**src/rtl/pc_run_ctrl.sv**
```systemverilog
// =============================================================================
// pc_run_ctrl : run/step/breakpoint controller and next-PC generator for the PC register
// Revision    : 1.0
// =============================================================================
`default_nettype none

module pc_run_ctrl #(
    parameter int DATA_WIDTH      = 32,
    parameter int DEBOUNCE_CYCLES = 4
) (
    input  logic                  clk,
    input  logic                  rstn,
    input  logic [DATA_WIDTH-1:0] pc,
    input  logic                  br_taken,
    input  logic [DATA_WIDTH-1:0] br_target,
    input  logic                  jal,
    input  logic [DATA_WIDTH-1:0] jal_target,
    input  logic                  jalr,
    input  logic [DATA_WIDTH-1:0] jalr_target,
    input  logic                  run_btn,
    input  logic                  step_btn,
    input  logic                  bp_en,
    input  logic [DATA_WIDTH-1:0] bp_addr,
    output logic [DATA_WIDTH-1:0] pc_next,
    output logic                  pc_en,
    output logic [1:0]            state,
    output logic                  halted,
    output logic [DATA_WIDTH-1:0] instr_count
);

    typedef enum logic [1:0] {
        S_IDLE  = 2'b00,
        S_RUN   = 2'b01,
        S_STEP  = 2'b10,
        S_BREAK = 2'b11
    } state_t;

    localparam int               CNT_W    = 16;
    localparam logic [CNT_W-1:0] CNT_LAST = CNT_W'(DEBOUNCE_CYCLES - 1);

    state_t                  state_q;
    logic                    skip_q;
    logic [DATA_WIDTH-1:0]   instr_count_q;
    logic [1:0]              btn_raw;
    logic [1:0]              btn_p;
    logic                    run_p;
    logic                    step_p;
    logic                    bp_hit;

    assign btn_raw = {step_btn, run_btn};
    assign run_p   = btn_p[0];
    assign step_p  = btn_p[1];

    // Synchronize, debounce, then pulse once on the accepted level's rising edge
    generate
        for (genvar b = 0; b < 2; b++) begin : g_btn
            logic             sync1_q;
            logic             sync2_q;
            logic             level_q;
            logic             level_prev_q;
            logic [CNT_W-1:0] cnt_q;

            always_ff @(posedge clk or negedge rstn) begin
                if (!rstn) begin
                    sync1_q      <= 1'b0;
                    sync2_q      <= 1'b0;
                    level_q      <= 1'b0;
                    level_prev_q <= 1'b0;
                    cnt_q        <= '0;
                end else begin
                    sync1_q      <= btn_raw[b];
                    sync2_q      <= sync1_q;
                    level_prev_q <= level_q;
                    if (sync2_q == level_q) begin
                        cnt_q <= '0;
                    end else if (cnt_q == CNT_LAST) begin
                        level_q <= sync2_q;
                        cnt_q   <= '0;
                    end else begin
                        cnt_q <= cnt_q + CNT_W'(1);
                    end
                end
            end

            assign btn_p[b] = level_q & ~level_prev_q;
        end
    endgenerate

    always_comb begin
        pc_next = pc + DATA_WIDTH'(4);
        if (jalr) begin
            pc_next = {jalr_target[DATA_WIDTH-1:1], 1'b0};
        end else if (jal) begin
            pc_next = jal_target;
        end else if (br_taken) begin
            pc_next = br_target;
        end
    end

    assign bp_hit = bp_en & (pc == bp_addr) & ~skip_q;
    assign pc_en  = ((state_q == S_RUN) & ~bp_hit) | (state_q == S_STEP);

    // skip lets a resumed breakpoint instruction execute once before re-arming
    always_ff @(posedge clk or negedge rstn) begin
        if (!rstn) begin
            state_q       <= S_IDLE;
            skip_q        <= 1'b0;
            instr_count_q <= '0;
        end else begin
            if (pc_en) begin
                instr_count_q <= instr_count_q + DATA_WIDTH'(1);
                skip_q        <= 1'b0;
            end
            case (state_q)
                S_IDLE: begin
                    if (run_p) begin
                        state_q <= S_RUN;
                    end else if (step_p) begin
                        state_q <= S_STEP;
                    end
                end
                S_RUN: begin
                    if (bp_hit) begin
                        state_q <= S_BREAK;
                    end else if (run_p) begin
                        state_q <= S_IDLE;
                    end
                end
                S_STEP: begin
                    state_q <= S_IDLE;
                end
                S_BREAK: begin
                    if (run_p) begin
                        state_q <= S_RUN;
                        skip_q  <= 1'b1;
                    end else if (step_p) begin
                        state_q <= S_STEP;
                        skip_q  <= 1'b1;
                    end
                end
                default: begin
                    state_q <= S_IDLE;
                end
            endcase
        end
    end

    assign state       = state_q;
    assign halted      = (state_q == S_BREAK);
    assign instr_count = instr_count_q;

endmodule

`default_nettype wire

```
**config.mk**
```make
export PLATFORM = sky130hd
export DESIGN_NAME = pc_run_ctrl
export DESIGN_NICKNAME = d
export VERILOG_FILES = /design/src/rtl/pc_run_ctrl.sv
export SDC_FILE = /design/constraint.sdc
export NUM_CORES = 1
export LEC_CHECK = 0
export ABC_CLOCK_PERIOD_IN_PS = 3400
export CORE_MARGIN = 2
export CORE_UTILIZATION = 45
export DETAILED_ROUTE_END_ITERATION = 6
export DONT_BUFFER_PORTS = 1
export PLACE_DENSITY_LB_ADDON = 0.12
export SETUP_SLACK_MARGIN = 0.3
export SLEW_MARGIN = 20
export SYNTH_ARGS = -nofsm -noshare
export SYNTH_HDL_FRONTEND = slang
export SYNTH_SLANG_ARGS = --single-unit
export TNS_END_PERCENT = 10
```
**constraint.sdc**
```tcl
create_clock -name clk -period 3.4 [get_ports clk]
set_input_delay 0.17 -clock clk [delete_from_list [all_inputs] [get_ports clk]]
set_output_delay 0.17 -clock clk [all_outputs]
set_load 0.05 [all_outputs]
```
# --- Word-level counts from Yosys, hierarchy flattened ---
# Index checks and enable logic that the tools add are counted.
classes:
  mul: 0
  bitwise_logic: 12
  n_shift: 0
  n_lt_le_gt_ge: 0
  reduce_logical: 5
  div: 0
  mux: 16
  eq_ne: 10
  n_addsub: 4
ops:
  columns: ["op", "n"]
  rows:
  - ["$mux 32", 3]
  - ["$mux 16", 4]
  - ["$add 16x1->16 const B", 2]
  - ["$add 32x1->32 const B", 1]
  - ["$add 32x3->32 const B", 1]
  - ["$eq 16x2->1 const B", 2]
  - ["$eq 32x32->1", 1]
  - ["$mux 2", 4]
  - ["$not 1->1", 6]
  - ["$pmux 2 s3", 1]
  - ["$reduce_and 2->1", 3]
  - ["$and 1x1->1", 5]
  - ["$eq 2x2->1 const B", 2]
  - ["$mux 1", 4]
  - ["$ne 3x1->1 const B", 1]
  - ["$ne 3x3->1 const B", 1]
  - ["$eq 1x1->1", 2]
  - ["$eq 2x1->1 const B", 1]
  - ["$logic_not 2->1", 1]
  - ["$reduce_or 2->1", 1]
  - ["$or 1x1->1", 1]
totals:
  out_inout_bits: 68
  ramBits: 0
  mem_bits_ro: 0
  elab_cells: 60
  register_bits: 75
  input_bits: 168
  memories: 0
  latch_bits: 0

# --- Logic depth before layout (Yosys ltp) ---
# Gate-level depths: netlist of the first run.
depth:
  ltp_word: 10
  mapped_depth: 8
  depth_no_buf: 7

# --- Least setup slack after synthesis of the first run ---
# OpenSTA, ideal clock, no wires.
synth_path:
  path_type: "input to output"
  from: "in pc[16]"
  to: "out pc_next[24]"
  n_path_buf: 0
  arrival_time_ns: 2.735
  stages: 6
  required_ns: 3.230
  path_slack_ns: 0.495
  path_cell_list: "nand3_1 -> nor4_1 -> nand4_1 -> nor2_1 -> xnor2_1 -> o41ai_1"
synth_via:
  elab_chain_cells: 4
synth_lines:
  columns: ["item", "line", "text"]
  rows:
  - ["start: declaration", "13", "input logic [DATA_WIDTH-1:0] pc,"]
  - ["$add 32x3->32", "90", "pc_next = pc + DATA_WIDTH'(4);"]
  - ["$mux 32", "95", "end else if (br_taken) begin"]
  - ["$mux 32", "93", "end else if (jal) begin"]
  - ["$mux 32", "91", "if (jalr) begin"]
  - ["end: declaration", "24", "output logic [DATA_WIDTH-1:0] pc_next,"]
# No other way between the ends.

# --- Worst setup path after layout of the first run ---
layout_path:
  from: "reg state_q[1], in the netlist state[1]"
  to: "out pc_en"
layout_via:
  elab_chain_cells: 3
  word_cells_on_any_way: 4
  cone_classes: "eq/ne: 2; bitwise: 2"
layout_lines:
  columns: ["item", "line", "text"]
  rows:
  - ["start: declaration", "41", "state_t state_q;"]
  - ["start signal: assignment", "106", "state_q <= S_IDLE;"]
  - ["start signal: assignment", "117", "state_q <= S_RUN;"]
  - ["start signal: assignment", "119", "state_q <= S_STEP;"]
  - ["$eq 2x1->1", "101", "assign pc_en = ((state_q == S_RUN) & ~bp_hit) | (state_q == S_STEP);"]
  - ["$and 1x1->1", "101", null]
  - ["$or 1x1->1 (*)", "101", null]
  - ["end: declaration", "25", "output logic pc_en,"]
# Every way passes the cells marked *; elsewhere a longest branch is shown, timed or not.

==> results of run 1 <==
-- where the power goes --
| group | switching (mW) | internal [mW] | total [mW] | leakage, nW |
|---|---|---|---|---|
| Sequential | 0.148 | 1.01 | 1.16 | 1.01 |
| Clock | 0.346 | 0.524 | 0.870 | 0.131 |
| Combinational | 0.864 | 0.404 | 1.27 | 1.38 |
| Total | 1.36 | 1.94 | 3.29 | 2.52 |
-- routing by layer --
metal	track usage (%)	share of wire, %	vias to the layer above
met5	0	0	-
met4	9.11	3.3	0
met3	8.95	8.7	43
met2	38.9	46	195
met1	31.4	42	2285
li1	-	-	2281
-- registers in the layout, indices dropped and copies added, names as in the netlist --
register / cells
state: 2
g_btn.sync1_q: 2
g_btn.cnt_q: 32
instr_count: 32
g_btn.level_q: 2
skip_q: 1
g_btn.sync2_q: 2
g_btn.level_prev_q: 2
-- layout by cell type, fill, tap and decap left out, types with 3 or more instances in the layout --
master,instances
nand3_1,30
o211ai_1,10
and2_1,3
nand2b_1,9
o21ai_0,20
xnor2_1,82
or3_1,4
nor4_1,9
nor2_1,52
dfrtp_1,75
xor2_1,27
a21oi_1,41
inv_1,22
nand4_1,15
mux2i_1,9
ha_1,8
dlygate4sd3_1,3
o221ai_1,8
and4_1,7
o21ai_1,11
a22oi_1,6
nor2b_1,15
and3_1,23
o2111ai_2,3
o211ai_2,4
o21a_1,7
mux2_2,4
nand2_1,44
clkbuf_16,9
o2111ai_1,13
nor3_1,7
buf_4,36
-- kinds of logic after synthesis --
family          Yosys count  synth area share (%)
compound gates          141                  17.8
xor+xnor                109                  17.5
fa+ha+maj                 8                  1.83
buf+inv                  53                  4.07
flops                    75                  34.3
mux                      13                  2.47
simple gates            227                  22.1
-- final cells by class --
cell class              count  share of cell area, %
flip-flops and latches     75                   30.7
clock buffers              12                   4.19
multi-input cells         498                   55.2
inverters                  23                   1.41
well taps                 147                   3.00
repair buffers             40                   5.35
clock inverters             2                  0.204
-- metrics by stage --
stage               setup slack [ns]  area (um^2)  total power, mW  utilization (%)
finish                         0.820         6120             3.29             51.2
global route                   0.677         6120             3.48             51.2
CTS                            0.811         6120             3.32             51.2
detailed placement             0.900         5800             2.42             48.5
global placement               0.976         5800             2.40             48.5
floorplan                      0.495         5470             2.17                -
-- repair_timing --
item                                   CTS  global route
hold buffers                             4             0
gates resized for setup                  0             0
endpoints found under the hold margin   77             0
-- how the worst max path moves through the flow --
| stage | slack, ns | from | endpoint |
|---|---|---|---|
| detailed placement | 0.90 | instr_count[10] | instr_count[30] |
| global route | 0.68 | state[1] | pc_en |
| floorplan | 0.49 | pc[16] | pc_next[24] |
| global placement | 0.98 | instr_count[10] | instr_count[26] |
| CTS | 0.81 | state[1] | pc_en |
| finish | 0.82 | state[1] | pc_en |
==> impl_metrics.tcl, run 1 <==
set metrics [dict create \
    antenna_violating_nets_post_route 0 \
    grt_pass1_wl_um 24800 \
    clock_tree_root_driver_cell "clkbuf_16" \
    finalMaxSlewViolations 0 \
    synth-edff-count 0 \
    timing.setup.tns_ns 0 \
    reg2reg_depth 5 \
    dr.first_iter.drc_count 373 \
    worst_path_buffer_plus_inverter_count 3 \
    layout_min_cycle_time_ns 2.58 \
    final_hold_viol_count 0 \
    numPortBuffers 0 \
    final.hold.worst_slack_ns 0.347 \
    critical-path-slowest-cell "dfrtp_1" \
    placed_cells 779 \
    layout.nets 823 \
    final_layout_size_suffix_gt1_share_pct 10.6 \
    crit_arrival_ns 2.41 \
    setup_repair_after_global_routing_missed_its_margin "false" \
    num_vias 4804 \
    crit_path_cell_trace "inv_1 > ha_1 > inv_1 > a31oi_4 > nor2_2 > inv_1" \
    worst_slew_pin_slew_ns 1.03 \
    fillers 1148 \
    clock_tree.htree_level_count 3 \
    worst_skew_pair.late_latency_ns 0.33 \
    min_path_type "reg2reg" \
    full_die_area_mm2 0.0131 \
    total_leakage_power_nw 2.52 \
    cts.path.max_buffers 2 \
    drt-pass1-iter-count 5 \
    netlist_area_mm2 0.00547 \
    path_depth 6 \
    placement_row_count 40 \
    max-cap-violations 0 \
    timing.hold.worst.start "g_btn[0].sync1_q" \
    regArea_mm2 0.00188 \
    first_global_vias 4563 \
    reg2reg_setup_slack_ns 0.91 \
    start_util_pct 45.7 \
    max_slew_margin_pct 31.1 \
    final.setup_skew_ns 0.00629 \
    critPathMostFrequentCell "inv_1" \
    clkTransAtPathRegs_ns 0.06 \
    number_of_synthesized_register_bits 75 \
    fin_crit_sh_pct 75.9 \
    worstSetupPathType "reg2out" \
    synthesis.instances 626 \
    fp.coreArea_mm2 0.0120 \
    synthTopCellsByArea "dfrtp_1 34%, xnor2_1 13%, xor2_1 4.3%" \
    drc_errors 0 \
    detail_route.vias_per_cell 6.03 \
    cp_slowest_stage_delay_ns 0.61 \
    total_nets_after_synthesis 802 \
    outcome "finished clean" \
    grt_overflow 0 \
    dpl.hpwl_um 13100 \
    yosysMostFrequentCell "xnor2_1" \
    worst_endpoint_required_time_ns 3.23 \
    post_synth_most_frequent_cells "82 x xnor2_1, 75 x dfrtp_1, 52 x nor2_1" \
    crit_fanout 14 \
    rr_endpoint "instr_count[31]" \
    clkSinkCount 75 \
    die_width_um 114 \
    synthDominantAreaCellType "dfrtp_1" \
    worst_ir_drop_vdd_v 0.000370 \
    wire_length_reported_by_the_detailed_router_um 16500 \
    critical_path.reg2reg.startpoint "instr_count[1]" \
    yosysWarningCount 0 \
    path_delay_family "buffers and inverters" \
    synth.yosys.seq_area_share_pct 34.3 \
    synthDominantCellAreaShare_pct 34.3 \
    layoutNonFillerInstCount 797 \
    multi_input_comb_area_mm2 0.00338 \
    syn2layout_area_growth_pct 11.9 \
    io_count 236 \
    fmax_mhz 388 \
    cts_setup_buffers 0 \
    die_height_um 114 \
    synthDistinctLibCells 54 \
    place_congestion 0.962 \
    number_of_instances_on_the_worst_hold_path 0 \
    nature_of_the_critical_path_endpoint "primary output" \
    cts_buf_count 9 \
    timing.final.setup_violations 0 \
    global_route.usage.total_pct 24.8 \
    synthesis.area_per_instance_um2 8.74 \
    timing.hold.worst_endpoint "g_btn[0].sync2_q" \
    power_density_mw_per_mm2 538 \
    cts_tree "done" \
    synth-main-ff-cell "dfrtp_1" \
    number_of_antenna_violations_at_the_first_check_in_global_routing 0 \
    async_reset_ff_share_pct 100 \
    grt_start_max_net_pins 76 \
    antenna_cells 0 \
    routed_wire_length_per_instance_um 20.7 \
    type_of_element_launching_the_critical_path "flop" \
]
Power figures use the tool's default switching activity.
==> run 2, diff against run 1 <==
Settings changed: ABC_CLOCK_PERIOD_IN_PS 3400 to 2100.
Clock period 3.4 ns to 2.1 ns, I/O delays scaled along.
==> run 2 against run 1 <==
The flow now finishes with violations (hold timing). Combinational power increased by 97%. Setup slack got worse by 0.69 ns. Sequential share of layout area decreased by 2.7 points. Utilization increased by 5.5 points. Flip-flop and latch count unchanged. Clock power increased by 72%. Via count increased by 4.8%. Final area increased by 11%. Cell count increased by 6.3%. Highest routed layer unchanged.
==> impl_metrics.tcl, run 2 (synthesized netlist as in run 1, its figures left out) <==
set metrics [dict create \
    crit_path_cell_trace "a2111o_1 > nor4_4 > a31oi_4 > nor2_2 > inv_1 > buf_12" \
    place_congestion 0.987 \
    layoutNonFillerInstCount 847 \
    fmax_mhz 506 \
    layout.nets 871 \
    drc_errors 0 \
    crit_arrival_ns 1.87 \
    clock_tree_root_driver_cell "clkbuf_16" \
    first_global_vias 4782 \
    violated_checks "hold timing" \
    dpl.hpwl_um 14300 \
    cts-hold-fix-buffers 2 \
    fin_crit_sh_pct 94.0 \
    total_leakage_power_nw 2.84 \
    cts_tree "done" \
    final.setup_skew_ns 0.00814 \
    worstSetupPathType "reg2out" \
    die_height_um 114 \
    cts.path.max_buffers 2 \
    dr.first_iter.drc_count 344 \
    final_hold_viol_count 75 \
    final_layout_size_suffix_gt1_share_pct 22.4 \
    worst_slew_pin_slew_ns 0.595 \
    antenna_violating_nets_post_route 0 \
    global_route.usage.total_pct 27.4 \
    type_of_element_launching_the_critical_path "flop" \
    grt_overflow 0 \
    most-common-layout-cells "82 x xnor2_1, 77 x buf_4, 61 x dfrtp_1" \
    clkTransAtPathRegs_ns 0.06 \
    timing.setup.tns_ns 0 \
    routed_wire_length_per_instance_um 21.4 \
    numPortBuffers 0 \
    final.hold.worst_slack_ns -0.545 \
    max-cap-violations 0 \
    full_die_area_mm2 0.0131 \
    mostFrequentLayoutCell "xnor2_1" \
    finalMaxSlewViolations 0 \
    worst_skew_pair.late_latency_ns 0.34 \
    critical-path-slowest-cell "a2111o_1" \
    antenna_cells 0 \
    num_vias 5033 \
    syn2layout_area_growth_pct 24.0 \
    number_of_antenna_violations_at_the_first_check_in_global_routing 0 \
    cp_slowest_stage_delay_ns 0.39 \
    min_path_type "in2async" \
    fp.coreArea_mm2 0.0120 \
    max_slew_margin_pct 60.3 \
    clock_tree.htree_level_count 3 \
    wire_length_reported_by_the_detailed_router_um 18100 \
    worst_endpoint_required_time_ns 2.00 \
    worst_ir_drop_vdd_v 0.000892 \
    grt_pass1_wl_um 27200 \
    drt-pass1-iter-count 5 \
    io_count 236 \
    placed_cells 819 \
    timing.final.setup_violations 0 \
    placement_row_count 40 \
    total_power_after_layout_mw 5.78 \
    power_density_mw_per_mm2 853 \
    start_util_pct 45.7 \
    setup_repair_after_global_routing_missed_its_margin "true" \
    grt_start_max_net_pins 76 \
    clkSinkCount 75 \
    cts_buf_count 9 \
    outcome "complete, but fails checks" \
    reg2reg_depth 7 \
    nature_of_the_critical_path_endpoint "primary output" \
    layout_min_cycle_time_ns 1.97 \
    die_width_um 114 \
    crit_fanout 3 \
    detail_route.vias_per_cell 5.94 \
]
[run 2: critical path, delay by kind of cell (launching register included)]
family	cells	cell delay [ns]
compound gates	2	0.53
simple gates	2	0.38
flops	1	0.37
buf+inv	2	0.23
[run 2: final timing paths]
path | startpoint | to | slack, ns
setup / recovery | skip_q | pc_en | 0.13
hold / removal | rstn | instr_count[22] | -0.55
setup reg to reg | skip_q | instr_count[27] | 0.16
hold reg to reg | g_btn[0].sync1_q | g_btn[0].sync2_q | 0.36
max in group asynchronous | rstn | instr_count[1] | 2.52
min in group clk | step_btn | g_btn[1].sync1_q | 0.32
[run 2: what timing repair did]
item | CTS | global route
setup buffers | 4 | 5
cloned | 0 | 1
hold endpoints to repair | 77 | 75
pin swaps | 9 | 8
gates resized for setup | 8 | 11
endpoints found under the setup margin | 40 | 79
[run 2: layer usage]
layer	track usage (%)	share of wire, %
met1	36.4	44
met2	43.0	46
met3	8.52	7.2
met4	8.05	3.0
met5	0	0
[run 2: layout make-up]
class                      count  area [um^2]
sequential                    75         1890
inverter                      23         86.3
multi-input combinational    498         3540
tap                          147          184
clock buffer                   9          225
clock inverter                 7         66.3
fill                        1081         5180
timing repair buffer          88          783
[run 2: metrics by stage]
stage,hold WS (ns),area (um^2),setup slack (ns),util [%]
finish,-0.545,6780,0.125,56.7
global route,-0.563,6780,0.00732,56.7
CTS,-0.555,6660,0.0679,55.6
detailed placement,-0.189,6270,0.0828,52.4
global placement,-0.189,6270,0.146,52.4
floorplan,-0.191,5560,0.00882,-
[run 2: power breakdown]
| group | switching (mW) | total (mW) | internal, mW |
|---|---|---|---|
| sequential | 0.137 | 1.78 | 1.64 |
| clock | 0.671 | 1.50 | 0.830 |
| combinational | 1.59 | 2.50 | 0.915 |
| total | 2.40 | 5.78 | 3.39 |
